$ cat src/rtl/spi_arbiter.sv
// spi_arbiter: shares one spi_con between N_REQ requesters, with a guard gap and a WAIT timeout.
// Build option: define SPI_ARB_FIXED_PRIO_EN for lowest-index-wins arbitration instead of round-robin.
module spi_arbiter #(
  parameter int N_REQ          = 2,
  parameter int DATA_WIDTH     = 17,
  parameter int GUARD_CYCLES   = 4,
  parameter int TIMEOUT_CYCLES = 4096
) (
  input  logic                        clk,
  input  logic                        rst,
  input  logic [N_REQ-1:0]            req_valid,
  output logic [N_REQ-1:0]            req_ready,
  input  logic [N_REQ*DATA_WIDTH-1:0] req_data,
  output logic [N_REQ-1:0]            rsp_valid,
  output logic [DATA_WIDTH-1:0]       rsp_data,
  output logic                        rsp_err,
  output logic [DATA_WIDTH-1:0]       spi_data_in,
  output logic                        spi_trigger,
  input  logic [DATA_WIDTH-1:0]       spi_data_out,
  input  logic                        spi_data_valid,
  input  logic                        spi_cs,
  output logic [N_REQ-1:0]            cs_n,
  output logic                        busy,
  output logic [$clog2(N_REQ)-1:0]    grant_idx
);
  localparam int IDX_W = $clog2(N_REQ);
  localparam int TO_W  = $clog2(TIMEOUT_CYCLES);
  localparam int GC_W  = 8;
  localparam logic [TO_W-1:0] TO_LAST = TO_W'(TIMEOUT_CYCLES - 1);
  localparam logic [GC_W-1:0] GC_LAST = GC_W'(GUARD_CYCLES - 1);

  typedef enum logic [1:0] {ST_IDLE, ST_LAUNCH, ST_WAIT, ST_GUARD} state_t;

  state_t                state_q, state_d;
  logic [IDX_W-1:0]      grant_idx_q, grant_idx_d;
  logic [DATA_WIDTH-1:0] spi_data_in_q, spi_data_in_d;
  logic                  spi_trigger_q, spi_trigger_d;
  logic [N_REQ-1:0]      rsp_valid_q, rsp_valid_d;
  logic [DATA_WIDTH-1:0] rsp_data_q, rsp_data_d;
  logic                  rsp_err_q, rsp_err_d;
  logic [TO_W-1:0]       to_cnt_q, to_cnt_d;
  logic [GC_W-1:0]       guard_cnt_q, guard_cnt_d;
  logic [IDX_W-1:0]      win_idx;
  logic                  win_any;

`ifdef SPI_ARB_FIXED_PRIO_EN
  always_comb begin
    win_idx = '0;
    win_any = 1'b0;
    for (int k = N_REQ - 1; k >= 0; k--) begin
      if (req_valid[k]) begin
        win_idx = IDX_W'(k);
        win_any = 1'b1;
      end
    end
  end
`else
  logic [IDX_W-1:0] rr_ptr_q, rr_ptr_d;
  int               scan_j;

  // Scan upward from rr_ptr with wrap-around; the first asserted request wins.
  always_comb begin
    win_idx = '0;
    win_any = 1'b0;
    scan_j  = 0;
    for (int k = 0; k < N_REQ; k++) begin
      scan_j = int'(rr_ptr_q) + k;
      if (scan_j >= N_REQ) scan_j = scan_j - N_REQ;
      if (!win_any && req_valid[scan_j]) begin
        win_idx = IDX_W'(scan_j);
        win_any = 1'b1;
      end
    end
  end
`endif

  // Handshake: req_ready is high only for the winner and only in IDLE; a word is
  // taken on the clk edge where req_valid[i] && req_ready[i]. rsp_valid is a
  // one-cycle one-hot strobe with no back-pressure; rsp_data/rsp_err are qualified by it.
  always_comb begin
    state_d       = state_q;
    grant_idx_d   = grant_idx_q;
    spi_data_in_d = spi_data_in_q;
    spi_trigger_d = 1'b0;
    rsp_valid_d   = '0;
    rsp_data_d    = rsp_data_q;
    rsp_err_d     = 1'b0;
    to_cnt_d      = to_cnt_q;
    guard_cnt_d   = guard_cnt_q;
    req_ready     = '0;
    cs_n          = '1;
`ifndef SPI_ARB_FIXED_PRIO_EN
    rr_ptr_d      = rr_ptr_q;
`endif
    case (state_q)
      ST_IDLE: begin
        if (win_any) begin
          req_ready[win_idx] = 1'b1;
          spi_data_in_d      = req_data[win_idx*DATA_WIDTH +: DATA_WIDTH];
          grant_idx_d        = win_idx;
          spi_trigger_d      = 1'b1;
          to_cnt_d           = '0;
          state_d            = ST_LAUNCH;
`ifndef SPI_ARB_FIXED_PRIO_EN
          rr_ptr_d = (win_idx == IDX_W'(N_REQ - 1)) ? '0 : win_idx + 1'b1;
`endif
        end
      end
      ST_LAUNCH: begin
        cs_n[grant_idx_q] = spi_cs;
        to_cnt_d          = '0;
        state_d           = ST_WAIT;
      end
      ST_WAIT: begin
        cs_n[grant_idx_q] = spi_cs;
        // Valid data takes precedence over a timeout expiring on the same cycle.
        if (spi_data_valid) begin
          rsp_data_d             = spi_data_out;
          rsp_valid_d[grant_idx_q] = 1'b1;
          guard_cnt_d            = '0;
          state_d                = ST_GUARD;
        end else if (to_cnt_q == TO_LAST) begin
          rsp_data_d             = '0;
          rsp_err_d              = 1'b1;
          rsp_valid_d[grant_idx_q] = 1'b1;
          guard_cnt_d            = '0;
          state_d                = ST_GUARD;
        end else begin
          to_cnt_d = to_cnt_q + 1'b1;
        end
      end
      ST_GUARD: begin
        if (guard_cnt_q == GC_LAST) begin
          state_d = ST_IDLE;
        end else begin
          guard_cnt_d = guard_cnt_q + 1'b1;
        end
      end
      default: state_d = ST_IDLE;
    endcase
  end

  always_ff @(posedge clk) begin
    if (!rst) begin
      state_q       <= ST_IDLE;
      grant_idx_q   <= '0;
      spi_data_in_q <= '0;
      spi_trigger_q <= 1'b0;
      rsp_valid_q   <= '0;
      rsp_data_q    <= '0;
      rsp_err_q     <= 1'b0;
      to_cnt_q      <= '0;
      guard_cnt_q   <= '0;
`ifndef SPI_ARB_FIXED_PRIO_EN
      rr_ptr_q      <= '0;
`endif
    end else begin
      state_q       <= state_d;
      grant_idx_q   <= grant_idx_d;
      spi_data_in_q <= spi_data_in_d;
      spi_trigger_q <= spi_trigger_d;
      rsp_valid_q   <= rsp_valid_d;
      rsp_data_q    <= rsp_data_d;
      rsp_err_q     <= rsp_err_d;
      to_cnt_q      <= to_cnt_d;
      guard_cnt_q   <= guard_cnt_d;
`ifndef SPI_ARB_FIXED_PRIO_EN
      rr_ptr_q      <= rr_ptr_d;
`endif
    end
  end

  assign busy        = (state_q != ST_IDLE);
  assign grant_idx   = grant_idx_q;
  assign spi_data_in = spi_data_in_q;
  assign spi_trigger = spi_trigger_q;
  assign rsp_valid   = rsp_valid_q;
  assign rsp_data    = rsp_data_q;
  assign rsp_err     = rsp_err_q;

endmodule

$ cat config.mk
export PLATFORM = sky130hd
export DESIGN_NAME = spi_arbiter
export DESIGN_NICKNAME = d
export VERILOG_FILES = /design/src/rtl/spi_arbiter.sv
export SDC_FILE = /design/constraint.sdc
export NUM_CORES = 1
export LEC_CHECK = 0
export CORE_AREA = 2 2 67 100
export DETAILED_ROUTE_END_ITERATION = 16
export DIE_AREA = 0 0 69 102
export GPL_ROUTABILITY_DRIVEN = 0
export PLACE_DENSITY = 0.78
export SLEW_MARGIN = 5
export SYNTH_ARGS = -nofsm -noshare
export SYNTH_HDL_FRONTEND = slang
export SYNTH_SLANG_ARGS = --single-unit
$ cat constraint.sdc
create_clock -name clk -period 2.7 [get_ports clk]
set_clock_uncertainty 0.2 [all_clocks]
set_input_delay 0.405 -clock clk [delete_from_list [all_inputs] [get_ports clk]]
set_output_delay 0.405 -clock clk [all_outputs]
set_load 0.01 [all_outputs]
# After elaboration in Yosys (flattened, before gate mapping)
# Index checks and enable logic that the tools add are counted.
[totals] reg_bits=62 latch_bits=0 mem_bits_rw=0 romBits=0 inputBits=57 out_inout_bits=44 wordCells=98 memories=0
[classes] addsub=6 mul=1 n_div=0 magnitude_cmp=8 n_eq_ne=11 shift=1 mux=39 bitwise_logic=4 reduce_logical=18
[op_table] operator="32-bit by 3-bit < comparator with 1-bit output, second input constant" count=2
[op_table] operator="32-bit two-way mux" count=2
[op_table] operator="12-bit two-way mux" count=3
[op_table] operator="12-bit one-hot mux with 3 select lines" count=1
[op_table] operator="17-bit two-way mux" count=2
[op_table] operator="34-bit by 7-bit variable part select with 17-bit output" count=1
[op_table] operator="8-bit two-way mux" count=3
[op_table] operator="2-bit two-way mux" count=9
[op_table] operator="8-bit one-hot mux with 2 select lines" count=1
[op_table] operator="1-bit two-way mux" count=15
[op_table] operator="12-bit by 1-bit adder with 12-bit output, second input constant" count=1
[op_table] operator="12-bit equality test, second input constant" count=1
[op_table] operator="2-bit != test, second input constant" count=5
[op_table] operator="8-bit by 1-bit adder with 8-bit output, second input constant" count=1
[op_table] operator="8-bit by 2-bit equality test with 1-bit output, second input constant" count=1
[op_table] operator="2-bit one-hot mux with 4 select lines" count=1
[op_table] operator="2-bit AND reduction" count=4
[op_table] operator="1-bit by 5-bit multiplier with 6-bit output, second input constant" count=1
[op_table] operator="3-bit AND reduction" count=2
[op_table] operator="2-bit nonzero test" count=3
[op_table] operator="2-bit equality test, second input constant" count=2
[op_table] operator="1-bit by 2-bit < comparator with 1-bit output, second input constant" count=2
[op_table] operator="4-bit AND reduction" count=1
[op_table] operator="1-bit logical AND" count=3
[op_table] operator="18 further kinds" count=21

# Longest topological paths before layout
# Gate-level depths: netlist of run 1.
[depth] ltp_word=15 mapped_depth=7 mapped_depth_nobuf=6

# Worst setup path after synthesis of run 1
# Ideal clock, no wire load.
[synth_timing] kind="reg2out" startpoint="register state_q[0]" endpoint="output req_ready[0]" arrival_ns=1.458 required_time_ns=2.095 path_slack_ns=0.637 path_stages_with_launch=6 n_path_buf=1 cell_sequence="dfxtp_1 -> inv_1 -> ha_1 -> nand2_1 -> a21oi_1 -> clkbuf_1"
[synth_between] elab_chain_len=2
[synth_rtl] element="from (decl)" line="34" rtl="state_t state_q, state_d;"
[synth_rtl] element="from (signal assigned)" line="158" rtl="state_q <= state_d;"
[synth_rtl] element="2-bit zero test" line="95" rtl="case (state_q)"
[synth_rtl] element="2-bit two-way mux" line="95"
[synth_rtl] element="to (decl)" line="12" rtl="output logic [N_REQ-1:0] req_ready,"
# No other way between the ends.

# Worst setup path after layout of run 1
[layout_timing] startpoint="register state_q[0]" endpoint="output cs_n[0]"
[layout_between] elab_chain_len=3 word_cells_on_any_way=4 classes_between="2 x eq/ne; 1 x mux; 1 x reduce/logical"
[layout_rtl] element="2-bit equality test / 2-bit by 1-bit equality test with 1-bit output (equally long branches)" line="95"
[layout_rtl] element="2-bit OR reduction (no source line) *"
[layout_rtl] element="2-bit two-way mux *"
[layout_rtl] element="to (decl)" line="22" rtl="output logic [N_REQ-1:0] cs_n,"
# Every way passes the cells marked *; elsewhere a longest branch is shown, timed or not.

==> results of run 1 <==
[state kept, by name (all words and copies together) (netlist names)]
name / cells
grant_idx: 1
guard_cnt_q: 8
rr_ptr_q: 1
rsp_data: 17
rsp_err: 1
rsp_valid: 2
spi_data_in: 17
spi_trigger: 1
state_q: 2
to_cnt_q: 12
[synth_stat cells (all sizes together), types with 2 or more instances]
library cell   n  area (um2)
dfxtp         62        1240
nor2          27         101
nand2         24        90.1
a22o          19         166
a222oi        17         170
clkbuf        13        48.8
nand3         10        55.1
o21ai          9        45.0
inv            8        30.0
o311ai         7        61.3
a21oi          6        30.0
ha             6        75.1
o31ai          6        58.8
a31oi          5        31.3
nor3           5        25.0
buf            4        26.3
nand4          4        31.3
o211ai         3        22.5
o21a           3        22.5
a211oi         2        15.0
a31o           2        17.5
and3           2        12.5
mux2i          2        20.0
nand2b         2        12.5
nor2b          2        12.5
nor4           2        12.5
o31a           2        17.5
o32ai          2        17.5
o41ai          2        17.5
or2            2        12.5
or3b           2        17.5
xnor2          2        17.5
[worst max-delay path, cell delays in order, from the launching register on]
cell and delay (ns):
sky130_fd_sc_hd__dfxtp_2 0.36, sky130_fd_sc_hd__inv_1 0.06, sky130_fd_sc_hd__ha_1 0.33, sky130_fd_sc_hd__or3b_2 0.45, sky130_fd_sc_hd__clkdlybuf4s50_1 0.49
[final timing paths]
| kind | start | endpoint | cells past startpoint |
|---|---|---|---|
| worst min-delay path | guard_cnt_q[7] | guard_cnt_q[7] | 1 |
| worst max register to register | state_q[0] | guard_cnt_q[2] | 6 |
| worst min register to register | guard_cnt_q[7] | guard_cnt_q[7] | 1 |
| worst max-delay path | state_q[0] | cs_n[0] | 4 |
[metrics by stage]
step                 util  hold WS (ns)
finish              0.633         0.276
global route        0.633         0.294
CTS                 0.633         0.279
detailed placement  0.607         0.268
global placement    0.607         0.260
floorplan               -         0.245
[per-layer routing]
| layer | wire (um) | track usage | vias to the layer above |
|---|---|---|---|
| li1 | - | - | 1280 |
| met1 | 2830 | 0.234 | 1295 |
| met2 | 3910 | 0.375 | 93 |
| met3 | 526 | 0.0661 | 13 |
| met4 | 121 | 0.0875 | 0 |
| met5 | 0 | 0 | - |
[what timing repair did]
| item | CTS | global route |
|---|---|---|
| hold buffers | 0 | 0 |
| endpoints found under the setup margin | 0 | 1 |
| gates resized for setup | 0 | 2 |
| endpoints found under the hold margin | 0 | 0 |
| buffers inserted | 0 | 0 |
[placed cells by master (no fill, tap or decap), drive strengths merged, types with 2 or more instances in the layout]
cell,synthesis,routed
clkdlybuf4s50,0,100
dfxtp,62,62
nor2,27,27
nand2,24,24
a22o,19,19
a222oi,17,17
clkbuf,13,15
nand3,10,10
o21ai,9,9
inv,8,8
buf,4,8
o311ai,7,7
a21oi,6,6
ha,6,6
o31ai,6,6
nor3,5,5
a31oi,5,5
nand4,4,4
o21a,3,3
o211ai,3,3
or3b,2,2
o31a,2,2
and3,2,2
nor4,2,2
or2,2,2
nor2b,2,2
a31o,2,2
o41ai,2,2
a211oi,2,2
o32ai,2,2
nand2b,2,2
mux2i,2,2
xnor2,2,2
[final cells by class]
cell class,count,area [um2]
fillers,534,2250
multi-input cells,190,1290
flip-flops and latches,62,1240
repair buffers,108,1060
clock buffers,15,156
well taps,74,92.6
inverters,8,30.0
clock inverters,1,5.00
[logic make-up after synthesis]
group,synth area share
xor+xnor,0.00663
compound gates,0.283
fa+ha+maj,0.0284
buf+inv,0.0398
flops,0.470
mux,0.00758
simple gates,0.165
[power breakdown]
part / total, mW / internal (mW) / switching, mW / leakage [nW]
Clock: 0.695 / 0.359 / 0.336 / 0.0817
Combinational: 1.13 / 0.556 / 0.571 / 0.817
Sequential: 1.11 / 1.03 / 0.0758 / 0.505
==> reports/qor.yml, run 1 <==
power_density_mw_per_mm2: 755
buffer_ports.inserted: 100
synth_ff_type: "sky130_fd_sc_hd__dfxtp_1"
layout.cells.non_filler: 458
postSynthRegisterBits: 62
grt.total_usage: 0.211
design.final.nets: 442
layout-drive-gt1-share: 0.0781
n_antenna_cell: 0
clock-sinks: 62
fmax_mhz: 382
final-max-slew-violation-count: 0
synth-warning-count: 0
ir_drop_uv: 439
design_power_total_mw: 2.93
placeable_core_region_mm2: 0.00613
drt_pass1_iterations: 4
crit_required_ns: 2.10
finalWirelength_um: 7390
initial_drc_count: 238
timing_worst_setup_path_type: "reg2out"
ys_types: 49
hold_path_class: "reg2reg"
reg2reg_setup_slack_ns: 0.41
floorplan.initialDensity: 0.431
final.period_utilization: 0.970
ctsRootBufferMaster: "sky130_fd_sc_hd__clkbuf_8"
synth_edf_count: 0
pre_cts_ws_ns: 0.330
drc_errors: 0
globalRoute.totalOverflow: 0
layout.cell_area.non_filler_mm2: 0.00388
routed-via-count: 2681
final_hold_viol_count: 0
place_area_mm2: 0.00372
power.static_leakage_nw: 1.40
wire_per_inst_um: 16.1
syn-mean-instance-area_um2: 9.54
maximum_fanout_along_the_worst_path: 4
initial_antenna_violation_count: 0
synthesis.area_mm2: 0.00264
final_period_minus_worst_setup_slack_ns: 2.62
timing.setup.tns_ns: 0
via_count_of_the_first_global_routing_pass: 2660
die_y_um: 102
relSlewSlack: 0.555
synthesis.instances: 277
cts_tree: "built"
worst-slew-pin-transition_ns: 0.665
insertion_delay_ns: 0.33
dp_hpwl_um: 5280
ioPinCount: 101
ys_async_sr_fraction: 0
cts_buffer_depth: 2
part_of_the_yosys_area_used_for_sequential_elements: 0.470
cp_data_arrival_time_ns: 2.01
run_status: "finished, final reports clean"
grt_first_pass_wirelength_um: 12100
avgViaCountPerCell: 5.85
final_critical_path_setup_slack_ns: 0.0818
synthToLayoutAreaGrowth_pct: 47.0
synth.net_count: 340
placed_cells_incl_taps: 442
die_footprint_mm2: 0.00704
number_of_buffers_created_by_cts: 9
rsz0062_at_grt: "false"
clk_pin_slew_ns: 0.07
worst_setup_path_end_kind: "output port"
grt_max_degree: 21
chipWidth_um: 69
final_antenna_net_count: 0
maxCapViolCount: 0
clock_h_tree_levels: 3
timing.final.setup_violations: 0
start_kind: "flip-flop"
num_rows: 35
(Power assumes the default switching activity.)
==> run 2, diff against run 1 <==
- PLACE_DENSITY: 0.78 -> 0.81
==> reports/qor.yml, run 2 (synthesis gave the netlist of run 1 again) <==
run_status: "finished, final reports clean"
layout-drive-gt1-share: 0.0855  # +0.00737
critical_path.cell_chain: "inv_1 -> ha_1 -> nand2_1 -> a21oi_1 -> clkdlybuf4s50_1"
num-fill-cells: 510  # -4.5%
cts_tree: "built"
final-max-slew-violation-count: 0  # unchanged
num_rows: 35  # unchanged
place_area_mm2: 0.00373  # +0.40%
worst_setup_path_end_kind: "output port"
seqCellArea_mm2: 0.00124  # -0.20%
grt_first_pass_wirelength_um: 12300  # +1.7%
finalWirelength_um: 7370  # -0.27%
ioPinCount: 101  # unchanged
hold_path_class: "reg2reg"
routed-via-count: 2677  # -0.15%
number_of_buffers_created_by_cts: 9  # unchanged
timing_worst_setup_path_type: "reg2out"
wire_per_inst_um: 16.0  # -0.70%
worst-slew-pin-transition_ns: 0.647  # -0.0180 ns
insertion_delay_ns: 0.34  # about the same
start_kind: "flip-flop"
maximum_fanout_along_the_worst_path: 8  # +4
grt_max_degree: 19  # -9.5%
final_period_minus_worst_setup_slack_ns: 2.48  # -0.137 ns
layout.core_utilization: 0.650  # +0.0161
drc_errors: 0  # unchanged
post-cts-setup-buffers: 0  # unchanged
placeable_core_region_mm2: 0.00613  # unchanged
synthToLayoutAreaGrowth_pct: 50.8
avgViaCountPerCell: 5.82  # -0.58%
clk_pin_slew_ns: 0.07  # about the same
timing.final.setup_violations: 0  # unchanged
crit_required_ns: 2.10  # about the same
cts-hold-fix-buffers: 0  # unchanged
final_common_cell: "sky130_fd_sc_hd__clkdlybuf4s50_1"
multi_input_area_mm2: 0.00129  # unchanged
final.period_utilization: 0.919  # -0.0508
layout.cell_area.non_filler_mm2: 0.00398  # +2.5%
floorplan.initialDensity: 0.431  # unchanged
final_hold_viol_count: 0  # unchanged
buffer_ports.inserted: 100  # unchanged
chipWidth_um: 69  # unchanged
ctsRootBufferMaster: "sky130_fd_sc_hd__clkbuf_8"
globalRoute.totalOverflow: 0  # unchanged
design_power_total_mw: 3.26  # +11%
rsz0062_at_grt: "false"
crit_slowest_cell: "sky130_fd_sc_hd__clkdlybuf4s50_1"
fmax_mhz: 403  # +5.5%
max_stage_delay_ns: 0.58  # +0.09 ns
cts.repair.resized: 1  # +1
post_route_hold_slack_ns: 0.276  # +0.000324 ns
timing.setup.tns_ns: 0  # unchanged
die_footprint_mm2: 0.00704  # unchanged
layout_common_cells: "sky130_fd_sc_hd__clkdlybuf4s50_1 (99), sky130_fd_sc_hd__dfxtp_1 (62), sky130_fd_sc_hd__nor2_1 (27)"
clock-sinks: 62  # unchanged
via_count_of_the_first_global_routing_pass: 2720  # +2.3%
cts_buffer_depth: 2  # unchanged
cp_data_arrival_time_ns: 1.88  # -0.13 ns
initial_antenna_violation_count: 0  # unchanged
power_density_mw_per_mm2: 818  # +8.4%
drt_pass1_iterations: 5  # +1
relSlewSlack: 0.569  # +0.0141
clock_h_tree_levels: 3  # unchanged
initial_drc_count: 228  # -4.2%
maxCapViolCount: 0  # unchanged
final_antenna_net_count: 0  # unchanged
ir_drop_uv: 478  # +8.9%
die_y_um: 102  # unchanged
power.static_leakage_nw: 1.45  # +3.6%
grt.total_usage: 0.214  # +0.00323
design.final.nets: 444  # +0.45%
dp_hpwl_um: 5280  # about the same
n_antenna_cell: 0  # unchanged
==> run 2: stage by stage <==
stage                     cells  worst slack (ns)
after floorplan             277             0.637
after global routing        460            0.0265
after detailed placement    444             0.329
final                       460             0.219
after CTS                   460             0.182
after global placement      444             0.343
==> run 2: power by group <==
group / switching [mW] / total (mW) / internal, mW
combinational: 0.579 / 1.14 / 0.563
sequential: 0.0731 / 1.10 / 1.03
clock: 0.348 / 1.01 / 0.665
==> run 2: per-layer routing <==
layer | vias to the layer above | GRT usage | share of wire
li1 | 1285 | - | -
met5 | - | 0 | 0
met2 | 98 | 0.369 | 0.51
met4 | 0 | 0.113 | 0.028
met1 | 1277 | 0.248 | 0.40
met3 | 17 | 0.0513 | 0.063
==> run 2: worst max-delay path, delay by kind of cell (launching register included) <==
| family | cells | cell delay [ns] |
|---|---|---|
| AOI/OAI and AO/OA | 1 | 0.17 |
| adders and majority gates | 1 | 0.28 |
| buffers and inverters | 2 | 0.66 |
| DFF | 1 | 0.34 |
| and+or+nand+nor | 1 | 0.08 |
==> run 2: path summary, 6_finish.rpt <==
check	slack (ns)	from	depth (start not counted)	end
min	0.28	rsp_data[0]	1	rsp_data[0]
max	0.22	state_q[0]	5	req_ready[1]
max reg2reg	0.40	to_cnt_q[0]	5	rsp_data[5]
min reg2reg	0.28	rsp_data[0]	1	rsp_data[0]
==> run 2: cell type report <==
cell class	instances	share of cell area
Timing Repair Buffer	110	0.270
Sequential cell	62	0.312
Inverter	8	0.00754
Multi-Input combinational cell	190	0.325
Clock inverter	3	0.0226
Tap cell	74	0.0232
Clock buffer	13	0.0399
